[src/rtl/ultrasonic_echo_emulator.sv]
// HC-SR04 sensor stand-in: answers an accepted trig pulse with an echo whose width
// encodes the programmed distance, or a timeout-width echo when no valid target is set.
module ultrasonic_echo_emulator #(
  parameter int CLK_FREQ_HZ = 125_000_000,
  parameter int US_PER_CM   = 58,
  parameter int MIN_TRIG_US = 10,
  parameter int BURST_US    = 200,
  parameter int MAX_CM      = 400,
  parameter int TIMEOUT_US  = 38000,
  parameter int HOLDOFF_US  = 10000
) (
  input  logic       clk,
  input  logic       reset_n,
  input  logic       trig,
  input  logic [8:0] distance_cm,
  input  logic       target_present,
  output logic       echo,
  output logic       busy,
  output logic       short_trig,
  output logic       range_err,
  output logic [7:0] last_trig_us
);
  localparam int CLKS_PER_US = CLK_FREQ_HZ / 1_000_000;
  localparam int PW          = $clog2(CLKS_PER_US);

  typedef enum logic [2:0] {S_IDLE, S_TRIG_HI, S_BURST, S_ECHO, S_HOLDOFF} state_t;

  state_t        state, state_next;
  logic          trig_s1, trig_s2, trig_d;
  logic [1:0]    sync_vld;
  logic          armed;
  logic          trig_rise, trig_fall;
  logic [PW-1:0] presc;
  logic          us_tick;
  logic [15:0]   us_cnt, us_cnt_inc, cnt_now;
  logic [7:0]    trig_us;
  logic [8:0]    dist_q;
  logic          tgt_q;
  logic          out_of_range;
  logic [15:0]   echo_us;
  logic          short_hit;

  // Synchroniser and edge detector. armed only rises once a genuine low has been
  // seen, so a trig already high when reset is released is never taken as an edge.
  always_ff @(posedge clk or negedge reset_n) begin
    if (!reset_n) begin
      trig_s1  <= 1'b0;
      trig_s2  <= 1'b0;
      trig_d   <= 1'b0;
      sync_vld <= '0;
      armed    <= 1'b0;
    end else begin
      // NOTE: non-blocking assignments here so every flop samples pre-edge values.
      trig_s1  <= trig;
      trig_s2  <= trig_s1;
      trig_d   <= trig_s2;
      sync_vld <= {sync_vld[0], 1'b1};
      armed    <= armed | (sync_vld[1] & ~trig_s2);
    end
  end

  assign trig_rise = trig_s2 & ~trig_d & armed;
  assign trig_fall = ~trig_s2 & trig_d;

  assign us_tick    = (presc == PW'(CLKS_PER_US - 1));
  assign us_cnt_inc = (us_cnt == 16'hFFFF) ? us_cnt : us_cnt + 16'd1;
  assign cnt_now    = us_tick ? us_cnt_inc : us_cnt;
  assign trig_us    = (cnt_now > 16'd255) ? 8'hFF : cnt_now[7:0];

  assign out_of_range = !tgt_q || (dist_q == 9'd0) || (dist_q > 9'(MAX_CM));
  assign echo_us      = out_of_range ? 16'(TIMEOUT_US) : 16'(dist_q) * 16'(US_PER_CM);

  always_comb begin
    // NOTE: defaults first so no path leaves a variable unassigned (no latches).
    state_next = state;
    short_hit  = 1'b0;
    case (state)
      S_IDLE:    if (trig_rise) state_next = S_TRIG_HI;
      S_TRIG_HI: if (trig_fall) begin
                   if (trig_us >= 8'(MIN_TRIG_US)) begin
                     state_next = S_BURST;
                   end else begin
                     state_next = S_IDLE;
                     short_hit  = 1'b1;
                   end
                 end
      S_BURST:   if (us_tick && us_cnt == 16'(BURST_US - 1)) state_next = S_ECHO;
      S_ECHO:    if (us_tick && us_cnt == echo_us - 16'd1) state_next = S_HOLDOFF;
      S_HOLDOFF: if (us_tick && us_cnt == 16'(HOLDOFF_US - 1)) state_next = S_IDLE;
      default:   state_next = S_IDLE;
    endcase
  end

  // Timebase restarts on every state change so a state of N us lasts N*CLKS_PER_US clk.
  always_ff @(posedge clk or negedge reset_n) begin
    if (!reset_n) begin
      state  <= S_IDLE;
      presc  <= '0;
      us_cnt <= '0;
      dist_q <= '0;
      tgt_q  <= 1'b0;
    end else begin
      state <= state_next;
      if (state_next != state) begin
        presc  <= '0;
        us_cnt <= '0;
      end else begin
        presc  <= us_tick ? '0 : presc + PW'(1);
        us_cnt <= us_tick ? us_cnt_inc : us_cnt;
      end
      if (state == S_TRIG_HI && state_next == S_BURST) begin
        dist_q <= distance_cm;
        tgt_q  <= target_present;
      end
    end
  end

  // Outputs are registered from the next state so they change with the state itself.
  always_ff @(posedge clk or negedge reset_n) begin
    if (!reset_n) begin
      echo         <= 1'b0;
      busy         <= 1'b0;
      short_trig   <= 1'b0;
      range_err    <= 1'b0;
      last_trig_us <= '0;
    end else begin
      echo       <= (state_next == S_ECHO);
      busy       <= (state_next == S_BURST) || (state_next == S_ECHO) ||
                    (state_next == S_HOLDOFF);
      short_trig <= short_hit;
      range_err  <= (state == S_BURST) && (state_next == S_ECHO) && out_of_range;
      if (state == S_TRIG_HI && trig_fall) last_trig_us <= trig_us;
    end
  end
endmodule

[config.mk]
export PLATFORM = sky130hd
export DESIGN_NAME = ultrasonic_echo_emulator
export DESIGN_NICKNAME = d
export VERILOG_FILES = /design/src/rtl/ultrasonic_echo_emulator.sv
export SDC_FILE = /design/constraint.sdc
export NUM_CORES = 1
export LEC_CHECK = 0
export BUFFER_PORTS_ARGS = -buffer_cell sky130_fd_sc_hd__buf_2
export CORE_ASPECT_RATIO = 0.75
export CORE_UTILIZATION = 60
export CTS_BUF_LIST = sky130_fd_sc_hd__clkbuf_8
export CTS_CLUSTER_DIAMETER = 100
export DETAILED_ROUTE_END_ITERATION = 16
export GPL_TIMING_DRIVEN = 0
export PLACE_DENSITY = 0.89
export SLEW_MARGIN = 20
export SYNTH_ARGS = -nofsm -noshare
export SYNTH_HDL_FRONTEND = slang
export SYNTH_SLANG_ARGS = --single-unit
[constraint.sdc]
create_clock -name clk -period 5.4 [get_ports clk]
set_input_delay 0.54 -clock clk [delete_from_list [all_inputs] [get_ports clk]]
set_output_delay 0.54 -clock clk [all_outputs]
set_load 0.02 [all_outputs]
Yosys cells after proc, flatten, opt, wreduce, memory -nomap -nowiden --
Cells that the tools add are included.
Word-level totals: flip-flop bits (word level) 54, input bits 13, output and inout port bits 12, word-level logic and storage cells 73
Cells by class: add/sub/neg operators 3, $mul 1, $lt $le $gt $ge 3, eq/ne operators 13, mux-type cells 17, bitwise logic cells 7, reductions and logical operators 14
Operators with widths (count):
- $mux 16 | 4
- $add 16x1->16 const B | 1
- $eq 16x14->1 const B | 1
- $eq 16x16->1 | 1
- $eq 16x16->1 const B | 1
- $eq 16x8->1 const B | 1
- $gt 16x8->1 const B | 1
- $sub 16x1->16 const B | 1
- $mux 3 | 5
- $pmux 3 s5 | 1
- $mul 9x5->14 const B | 1
- $mux 7 | 2
- $eq 3x2->1 const B | 4
- $gt 9x9->1 const B | 1
- $logic_not 9->1 | 1
- $ge 8x4->1 const B | 1
- $mux 8 | 1
- $add 7x1->7 const B | 1
- $eq 7x7->1 const B | 1
- $logic_and 1x1->1 | 7
- $eq 3x3->1 const B | 2
- $and 1x1->1 | 4
- $logic_or 1x1->1 | 4
- $eq 3x1->1 const B | 1
- other kinds (7) | 10

Logic depth before layout (Yosys ltp) --
Gate-level depths: netlist of the first run.
word-level depth 12, gate-level depth with buffers 20, mapped depth without buffers 17

Worst setup path before layout of the first run --
Ideal clock, no wire load.
kind flip-flop to flip-flop, start point reg dist_q[0], end point reg us_cnt[13], library setup time 120 ps, arrival 4735 ps, data required time 5280 ps, slack 545 ps, stages on the path, launching flop included 20, buffers on the path 2, period minus slack after synthesis 4855 ps, path through dfrtp_1 inv_1 fa_1 inv_1 ha_1 ha_1 inv_1 fa_1 or4b_1 a2111oi_2 o21ai_0 xor2_1 nor2_1 xnor2_1 nand2_1 a2111oi_0 and4_1 buf_2 buf_6 nor2_1
On the way: longest elaborated chain between the ends 11, elaborated cells on any way between the ends 13, classes of those cells 1 x add/sub; 1 x mul; 1 x order compare; 2 x eq/ne; 4 x mux; 4 x reduce/logical
Ends and longest elaborated chain:
- from (decl) | RTL line 37 | logic [8:0] dist_q;
- from (signal assigned) | RTL line 112 | dist_q <= distance_cm;
- parallel branches: the longest is 3 deep, another holds $mul 9x5->14
- $mux 16 * | RTL line 71 | assign echo_us = out_of_range ? 16'(TIMEOUT_US) : 16'(dist_q) * 16'(US_PER_CM);
- $sub 16x1->16 * | RTL line 88 | S_ECHO: if (us_tick && us_cnt == echo_us - 16'd1) state_next = S_HOLDOFF;
- $eq 16x16->1 * | RTL line 88
- $logic_and 1x1->1 * | RTL line 88
- $mux 3 * | RTL line 88
- $pmux 3 s5 * | RTL line 77 | case (state)
- $ne 3x3->1 * | RTL line 104 | if (state_next != state) begin
- $mux 16 * | RTL line 104
- to (signal assigned) | RTL line 109 | us_cnt <= us_tick ? us_cnt_inc : us_cnt;
- to (decl) | RTL line 35 | logic [15:0] us_cnt, us_cnt_inc, cnt_now;
Every way passes the cells marked *. A chain may end at the register's enable or synchronous reset.

Worst setup path in the final report of the first run --
start point reg dist_q[1], end point reg us_cnt[10]
Same word-level chain as after synthesis.

==> impl_metrics.csv, run 1 <==
group,metric,value,unit
run_status,outcome,"finished clean",
die,rows,28,
synthesis,syn-cell-area,0.004923,mm2
die,die_h,80.45,um
worst_setup_path,r2r_end,"us_cnt[10]",
die,die-area,0.008576,mm2
global_routing,grt_use_total,0.2896,
worst_setup_path,max_stage_delay,0.55,ns
timing,fin_crit,5.298,ns
synthesis,netlist_top_cells_count,"58 x nor2_1, 54 x dfrtp_1, 53 x nand2_1",
worst_setup_path,critical-path-slowest-cell,"fa_1",
synthesis,synth_ff_type,"dfrtp_1",
worst_setup_path,path_class,"register to register",
global_routing,grt_max_degree,55,
synthesis,ys_warn_count,0,
worst_setup_path,reg2regPathDepth,19,
synthesis,synth_area_per_cell,8.761,um2
final_layout,fillCellCount,613,
die,ioPinCount,25,
cts,clk_pin_slew,0.12,ns
cts,cts_tree,"yes",
routing,vias,4404,
synthesis,yosysTopAreaCell,"dfrtp_1",
cts,clockRootBuffer,"clkbuf_8",
timing,final_max_slew_viol_count,0,
placed_design,hpwlAfterDp,8920,um
placed_design,gp_congestion,0.9314,
cts,htree_levels,2,
die,core,0.007918,mm2
synthesis,post-synth-top-count-cell,"nor2_1",
min_path,hold_class,"input pin to asynchronous set/reset pin",
final_layout,antenna_cells,0,
worst_setup_path,cp.arrival,5.50,ns
die,die_width,106.6,um
worst_setup_path,start_kind,"register",
final_layout,syn2layout_area_growth,9.886,%
worst_setup_path,r2r_start,"dist_q[1]",
synthesis,synth.distinct_cells,76,
pwr,vdd_ir_drop_max,0.0002205,V
routing,drtIter0Drc,415,
worst_setup_path,crit_chain,"inv_1 > fa_1 > inv_1 > ha_1 > fa_1 > ha_1 > clkbuf_4 > nand2_1 > a2111oi_2 > a21oi_1 > o41ai_4 > o21ai_1 > xnor2_1 > or3_1 > a2111oi_4 > and4_1 > clkbuf_4 > buf_6 > nor2_1",
synthesis,synth-seq-cells,54,
routing,wl,12070,um
synthesis,yosysSeqAreaShare,0.2745,
timing,fin_tns_setup,0,ns
timing,finalCritPeriodShare,0.9811,
routing,drc_errors,0,
synthesis,synth_nets,627,
timing,hold_viol,0,
routing,via_per_inst,6.265,
timing,setup_ws,0.1023,ns
global_routing,grt_pass1_vias,4081,
routing,ant_nets,0,
placed_design,io_buffers,24,
routing,routedWlPerCell,17.16,um
worst_setup_path,r2r_setup_slack,0.10,ns
synthesis,syn_inst,562,
cts,numCtsBuffers,5,
placed_design,place_ws,-0.2140,ns
worst_setup_path,end_kind,"register",
global_routing,grt-ovfl-total,0,
pwr,powerDensity,417.7,mW/mm2
final_layout,layout-drive-gt1-share,0.1756,
synthesis,synth-edff-count,0,
global_routing,antenna_found_initial,0,
final_layout,fin_nets,663,
die,start_util,0.6218,
synthesis,synthArstFlopShare,1.000,
timing,fmax,0.1888,GHz
cts,clk-insertion-delay-late,0.33,ns
timing,finClkSkew,0.02387,ns
cts,cts_sinks,54,
routing,firstDrtPassIters,7,
global_routing,grt_pass1_wl,19530,um
worst_setup_path,crit_fanout,10,
pwr,p_leak,2.518,nW
timing,setup_viol,0,
cts,cts_buffer_depth,2,
timing,max-slew-margin-rel,0.3749,
worst_setup_path,crit_required,5.60,ns
synthesis,synth_top_cell_area_share,0.2745,
timing,worst_slew_pin_slew,0.9376,ns
final_layout,final_util,0.6833,
synthesis,synth_area_leaders,"dfrtp_1 27%, ha_1 9.9%, fa_1 5.3%",
job,drv_cap,0,
==> flip-flops by register name (all words and copies together), names as in the netlist, 2 cells and up <==
register / count
dist_q: 9
last_trig_us: 8
presc: 7
state: 3
sync_vld: 2
us_cnt: 16
==> where the power goes <==
| group | internal (W) | switching, W |
|---|---|---|
| Combinational | 0.000607 | 0.000896 |
| Sequential | 0.000459 | 0.0000625 |
| Clock | 0.0000892 | 0.000147 |
| Total | 0.00115 | 0.00111 |
==> cell families (layout without fill, tap and decap cells) <==
kind of cell	Yosys count	count (layout)	synth area share
fa+ha+maj	52	52	0.1520
simple gates	228	228	0.2445
mux	21	21	0.05413
buf+inv	59	95	0.05311
xor+xnor	41	41	0.07293
other cells	1	1	0.0007617
compound gates	106	106	0.1482
flops	54	54	0.2745
==> placed cells by master, fill, tap and decap left out, types with 6 or more instances in the layout <==
cell type | netlist | layout
o21a_1 | 7 | 7
nand4_1 | 7 | 7
fa_1 | 13 | 13
clkbuf_1 | 11 | 11
nor2_1 | 58 | 58
ha_1 | 39 | 39
inv_1 | 32 | 29
xor2_1 | 16 | 16
mux2_4 | 10 | 10
dfrtp_1 | 54 | 49
nand3_1 | 23 | 23
nand2b_1 | 11 | 11
o21ai_0 | 30 | 26
xnor2_1 | 25 | 24
mux2i_1 | 6 | 6
buf_2 | 11 | 32
and3_1 | 7 | 7
nor4_1 | 8 | 7
nand2_1 | 53 | 53
a21oi_1 | 12 | 11
nor3_1 | 13 | 12
or3_1 | 7 | 7
buf_4 | 3 | 9
==> what timing repair did <==
action                                  in CTS  in global routing
gates resized for setup                      6                 25
pin swaps                                    0                  2
hold buffers                                 0                  0
setup buffers                                0                  5
endpoints found under the setup margin      17                 20
==> per-layer routing <==
layer,part of all wire,track usage,vias up
li1,-,-,2048
met1,0.45,0.4072,2110
met2,0.44,0.4574,211
met3,0.082,0.04708,35
met4,0.022,0.08904,0
met5,0,0,-
==> layout make-up <==
cell class / instances / area (um2) / area share
clock inverter: 2 / 15.01 / 0.002775
tap: 105 / 131.4 / 0.02428
timing repair buffer: 29 / 160.2 / 0.02960
sequential: 54 / 1358 / 0.2509
inverter: 32 / 120.1 / 0.02220
clock buffer: 5 / 68.82 / 0.01272
buffer: 27 / 146.4 / 0.02706
multi-input combinational: 449 / 3411 / 0.6304
==> through the flow <==
step	cells	hold slack, ns	cell area, um2	power [W]
6_report	703	0.2412	5410	0.002260
5_1_grt	703	0.3147	5410	0.002422
4_1_cts	698	0.2833	5298	0.002087
3_5_place_dp	691	0.3355	5177	0.001805
3_3_place_gp	691	0.3311	5175	0.001729
2_1_floorplan	562	0.2444	4923	0.001538
==> worst max-delay path by stage <==
stage / depth (start not counted) / slack, ns / startpoint / endpoint
2_1_floorplan: 19 / 0.54 / dist_q[0] / us_cnt[13]
3_3_place_gp: 19 / -0.01 / dist_q[0] / us_cnt[13]
3_5_place_dp: 19 / -0.21 / dist_q[0] / us_cnt[11]
4_1_cts: 19 / 0.006 / dist_q[1] / us_cnt[11]
5_1_grt: 19 / -0.15 / dist_q[1] / us_cnt[10]
6_report: 19 / 0.10 / dist_q[1] / us_cnt[10]
==> worst max-delay path: cells and delay by family, from the launching register on <==
kind	cells	cell delay, ns
simple gates	4	0.79
buf+inv	5	0.74
flops	1	0.39
xor+xnor	1	0.15
compound gates	5	1.49
fa+ha+maj	4	1.60
Power figures use the tool's default switching activity.
==> inputs of run 2 (changes only) <==
Settings changed: BUFFER_PORTS_ARGS -buffer_cell sky130_fd_sc_hd__buf_2 to -buffer_cell sky130_fd_sc_hd__buf_4, CELL_PAD_IN_SITES_DETAIL_PLACEMENT set to 0, CELL_PAD_IN_SITES_GLOBAL_PLACEMENT set to 1, CORE_UTILIZATION 60 to 50, PLACE_DENSITY 0.89 to 0.95, RECOVER_POWER set to 50.
==> impl_metrics.csv, run 2 (synthesis results as in run 1) <==
group,metric,value,unit
placed_design,dp_cells,714,
worst_setup_path,r2r_setup_slack,0.22,ns
routing,drtIter0Drc,364,
timing,final_max_slew_viol_count,55,
timing,finalCritPeriodShare,0.9594,
pwr,powerDensity,416.7,mW/mm2
routing,firstDrtPassIters,5,
cts,cts_buffer_depth,2,
routing,wl,12180,um
cts,cts_sinks,54,
timing,fmax,0.1930,GHz
timing,setup_ws,0.2191,ns
pwr,p_leak,2.563,nW
final_layout,syn2layout_area_growth,13.19,%
cts,cts_tree,"yes",
cts,clk_pin_slew,0.10,ns
global_routing,grt_use_total,0.2504,
global_routing,antenna_found_initial,0,
cts,cts_hold_buffers,0,
placed_design,detailed_place.area,0.005264,mm2
die,core,0.009309,mm2
worst_setup_path,r2r_end,"us_cnt[13]",
placed_design,hpwlAfterDp,9280,um
final_layout,fin_nets,667,
worst_setup_path,end_kind,"register",
routing,ant_nets,0,
die,start_util,0.5289,
min_path,hold_class,"input pin to register",
worst_setup_path,start_kind,"register",
timing,max-slew-margin-rel,-0.9659,
die,die-area,0.01025,mm2
final_layout,regMostFlops,"us_cnt",
cts,clk-insertion-delay-late,0.33,ns
die,die_h,87.94,um
die,die_width,116.6,um
global_routing,grt_pass1_vias,4036,
placed_design,io_buffers,24,
run_status,violations,"capacitance limit, slew limit",
min_path,hold_depth,1,
cts,clockRootBuffer,"clkbuf_8",
worst_setup_path,path_class,"register to register",
timing,finClkSkew,0.01421,ns
worst_setup_path,crit_fanout,10,
final_layout,layout-drive-gt1-share,0.1808,
final_layout,layout.cells.most_common_list,"58 x nor2_1, 53 x nand2_1, 50 x dfrtp_1, 38 x ha_1, 34 x buf_4",
job,drv_cap,1,
worst_setup_path,r2r_start,"dist_q[4]",
global_routing,grt_pass1_wl,19640,um
final_layout,largest_reg_flops,16,
routing,via_per_inst,5.880,
timing,hold_viol,0,
min_path,min_from,"trig",
routing,routedWlPerCell,16.66,um
worst_setup_path,reg2regPathDepth,18,
worst_setup_path,crit_required,5.61,ns
worst_setup_path,cp.arrival,5.40,ns
placed_design,gp_congestion,0.8611,
final_layout,design_area,0.005573,mm2
timing,fin_crit,5.181,ns
cts,htree_levels,2,
final_layout,instances_no_fill,731,
global_routing,grt-ovfl-total,0,
final_layout,final_common_cell,"nor2_1",
cts,numCtsBuffers,5,
timing,worst_slew_pin_slew,2.949,ns
final_layout,antenna_cells,0,
timing,setup_viol,0,
global_routing,grt_max_degree,55,
routing,drc_errors,0,
placed_design,place_ws,-0.2779,ns
final_layout,largestRegisters,"us_cnt (16), dist_q (9), last_trig_us (8)",
pwr,p_total,0.002322,W
die,rows,30,
die,ioPinCount,25,
pwr,vdd_ir_drop_max,0.0002173,V
run_status,outcome,"complete, but fails checks",
routing,vias,4298,
min_path,hold_path_end,"trig_s1",
==> run 2: changes by cell type in the layout (fill, tap and decap cells not counted), sizes merged <==
cell and change:
clkbuf +2, buf +2, inv +1, bufinv +1, clkinvlp -1
==> run 2: worst max path at each step <==
stage | startpoint | to | slack (ns)
final | dist_q[4] | us_cnt[13] | 0.22
after global routing | dist_q[1] | us_cnt[13] | -0.01
after CTS | dist_q[1] | us_cnt[13] | 0.02
after detailed placement | dist_q[1] | us_cnt[13] | -0.28
after global placement | dist_q[0] | us_cnt[13] | -0.16
after floorplan | dist_q[0] | us_cnt[13] | 0.54
==> run 2: per-layer routing <==
metal	part of all wire	vias up	GRT usage
met5	0	-	0
met4	0.018	0	0.07710
met3	0.061	20	0.04014
met2	0.43	156	0.3631
met1	0.50	2059	0.3793
li1	-	2063	-
==> run 2: worst max-delay path, cell delays in order, from the launching register on <==
cell	delay (ns)
dfrtp_1	0.45
inv_1	0.16
fa_1	0.51
inv_1	0.05
ha_1	0.31
fa_1	0.47
ha_2	0.42
nand2_1	0.11
a2111oi_2	0.35
a21oi_1	0.14
o41ai_4	0.36
o21ai_0	0.16
xnor2_1	0.17
or3_4	0.37
a2111oi_4	0.37
and4_1	0.23
clkbuf_4	0.21
buf_6	0.17
nor2_1	0.05
==> run 2: final cells by class <==
| type | count | area [um2] |
|---|---|---|
| Fill cell | 820 | 3736 |
| Multi-Input combinational cell | 449 | 3436 |
| Sequential cell | 54 | 1356 |
| Timing Repair Buffer | 33 | 244.0 |
| Tap cell | 128 | 160.2 |
| Buffer | 27 | 146.4 |
| Inverter | 32 | 120.1 |
| Clock buffer | 5 | 68.82 |
| Clock inverter | 3 | 41.29 |
==> run 2: timing repair <==
action,CTS,global route
resized for setup,11,22
pin swaps,1,4
endpoints found under the hold margin,0,0
buffers inserted,1,8
endpoints found under the setup margin,17,19
==> run 2: metrics by stage <==
stage               utilization  TNS (ns)  hold WS, ns
floorplan                     -         0       0.2444
global placement         0.5655    -1.522       0.3312
detailed placement       0.5655    -3.544       0.3379
CTS                      0.5841         0       0.2822
global route             0.5987  -0.01387       0.3284
finish                   0.5987         0       0.3319
==> run 2: power breakdown <==
group | total, W | switching (W) | leakage, nW | internal (W)
Clock | 0.000281 | 0.000144 | 0.0556 | 0.000137
Combinational | 0.00152 | 0.000908 | 1.81 | 0.000615
Sequential | 0.000519 | 0.0000603 | 0.699 | 0.000458
Total | 0.00232 | 0.00111 | 2.56 | 0.00121
==> inputs of run 3 (changes only) <==
Settings changed: ABC_AREA set to 1, CORE_UTILIZATION 50 to 47.
==> impl_metrics.csv, run 3 <==
group,metric,value,unit
synthesis,synth_mux_area_frac,0,
worst_setup_path,crit_required,5.65,ns
worst_setup_path,path_common_cell,"nand2_1",
synthesis,syn_inst,759,
worst_setup_path,critPathTopFamily,"simple AND/OR/NAND/NOR gates",
synthesis,ys_warn_count,0,
worst_setup_path,start_kind,"register",
cts,cts_buffer_depth,2,
synthesis,synth.distinct_cells,42,
placed_design,dp_cells,919,
synthesis,synth_area_per_cell,6.788,um2
routing,routedWlPerCell,14.39,um
synthesis,synth_ff_type,"dfrtp_1",
routing,ant_nets,0,
synthesis,yosysSeqAreaShare,0.2623,
cts,clk_pin_slew,0.11,ns
die,die_width,122.9,um
synthesis,synth-simple-area-share,0.3876,
final_layout,multiInputGateArea,0.003193,mm2
synthesis,synth_nets,824,
worst_setup_path,cp.arrival,5.11,ns
final_layout,regArea,0.001351,mm2
final_layout,fillCellCount,1050,
final_layout,antenna_cells,0,
synthesis,synth-seq-cells,54,
timing,max-slew-margin-rel,-0.9434,
final_layout,final_common_cell,"nand2_1",
global_routing,grt_use_total,0.2549,
routing,drc_errors,0,
routing,drtIter0Drc,285,
final_layout,layout-drive-gt1-share,0.1226,
timing,fin_crit,4.859,ns
cts,ctsResizeCount,0,
global_routing,grt_pass1_wl,22500,um
run_status,outcome,"complete, but fails checks",
synthesis,synthArstFlopShare,1.000,
synthesis,synth_xor_xnor_area_share,0.02695,
routing,vias,4957,
routing,firstDrtPassIters,5,
cts,numCtsBuffers,5,
cts,clk-insertion-delay-late,0.32,ns
routing,via_per_inst,5.347,
final_layout,largestRegisters,"us_cnt (16), dist_q (9), last_trig_us (8)",
synthesis,netlist_top_cells_count,"183 x nand2_1, 128 x inv_1, 86 x nor2_1",
timing,worst_slew_pin_slew,2.915,ns
timing,setup_viol,0,
die,die-area,0.01139,mm2
placed_design,place_ws,0.6569,ns
global_routing,grt_max_degree,55,
global_routing,grt-ovfl-total,0,
final_layout,instances_no_fill,927,
timing,finalCritPeriodShare,0.8999,
cts,htree_levels,2,
cts,cts_sinks,54,
global_routing,antenna_found_initial,0,
synthesis,synth_top_family_by_area,"simple AND/OR/NAND/NOR gates",
placed_design,gp_congestion,0.8997,
synthesis,synth_top_cell_area_share,0.2623,
timing,fmax,0.2058,GHz
min_path,hold_class,"input pin to register",
final_layout,syn2layout_area_growth,8.864,%
timing,final_max_slew_viol_count,55,
worst_setup_path,critical-path-slowest-cell,"fa_1",
final_layout,largest_reg_flops,16,
placed_design,io_buffers,24,
final_layout,final_util,0.5347,
global_routing,grt_pass1_vias,4630,
die,rows,32,
final_layout,regMostFlops,"us_cnt",
synthesis,synth-edff-count,0,
run_status,violations,"capacitance limit, slew limit",
cts,cts_hold_buffers,0,
timing,rsz0062_at_grt,"false",
timing,hold_viol,0,
final_layout,layout.cells.most_common_list,"183 x nand2_1, 129 x inv_1, 86 x nor2_1, 75 x nand3_1, 54 x dfrtp_1",
die,start_util,0.4912,
die,die_h,92.68,um
final_layout,fin_nets,855,
timing,fin_tns_setup,0,ns
synthesis,post-synth-top-count-cell,"nand2_1",
synthesis,yosysTopAreaCell,"dfrtp_1",
synthesis,synthAdderAreaFrac,0.1452,
cts,cts_tree,"yes",
die,ioPinCount,25,
routing,wl,13340,um
die,core,0.01049,mm2
worst_setup_path,end_kind,"register",
synthesis,synth_area_leaders,"dfrtp_1 26%, nand2_1 13%, ha_1 9.5%",
timing,setup_ws,0.5406,ns
synthesis,synth_compound_area_frac,0.05925,
worst_setup_path,crit_fanout,10,
worst_setup_path,max_stage_delay,0.56,ns
cts,cts_setup_buffers,0,
placed_design,hpwlAfterDp,10690,um
worst_setup_path,path_class,"register to register",
timing,finClkSkew,0.01243,ns
worst_setup_path,path_buf_inv,4,
cts,clockRootBuffer,"clkbuf_8",
job,drv_cap,1,
synthesis,syn-cell-area,0.005152,mm2
run 3: cell count changes in the layout (fill, tap and decap cells not counted), moves of 11 or more:
cell and delta:
nand2_1 +130, inv_1 +97, nand3_1 +52, nor2_1 +28, nor2_2 +26, xnor2_1 -21
nand4_1 +18, a21oi_1 +15, o21ai_0 -14, nand2b_1 -11
run 3: path summary, 6_finish.rpt:
check	startpoint	end	slack, ns	depth (start not counted)
setup / recovery	dist_q[1]	us_cnt[11]	0.54	27
hold / removal	trig	trig_s1	0.34	1
setup reg to reg	dist_q[1]	us_cnt[11]	0.54	27
hold reg to reg	trig_s1	trig_s2	0.36	0
max in group asynchronous	reset_n	state[0]	2.59	1
min in group asynchronous	reset_n	dist_q[3]	1.13	1
run 3: layout make-up:
cell class              count  share of cell area
multi-input cells         556              0.5693
flip-flops and latches     54              0.2409
inverters                 135             0.09079
repair buffers             24             0.03145
well taps                 136             0.03034
plain buffers              14             0.01762
clock buffers               5             0.01227
clock inverters             3            0.007361
run 3: stage by stage:
step / hold slack (ns) / area, um2
global route: 0.3379 / 5609
floorplan: 0.2444 / 5152
global placement: 0.3313 / 5503
detailed placement: 0.3402 / 5503
finish: 0.3415 / 5609
CTS: 0.2676 / 5613
run 3: layer usage:
metal | track usage | part of all wire | up-vias
met5 | 0 | 0 | -
met4 | 0.04472 | 0.0093 | 0
met3 | 0.03633 | 0.072 | 14
met2 | 0.3713 | 0.41 | 177
met1 | 0.3975 | 0.51 | 2309
li1 | - | - | 2457
run 3: cells by family after synthesis:
| family | Yosys count |
|---|---|
| AO/OA/AOI/OAI | 54 |
| buffers and inverters | 149 |
| flip-flops | 54 |
| adder cells (fa/ha/maj) | 52 |
| XOR/XNOR | 15 |
| AND/OR/NAND/NOR | 434 |
| other | 1 |
Power of run 3 is left out: the tool's default activity adds up to more than one toggle a clock period on the data nets, which glitch-free logic cannot reach.
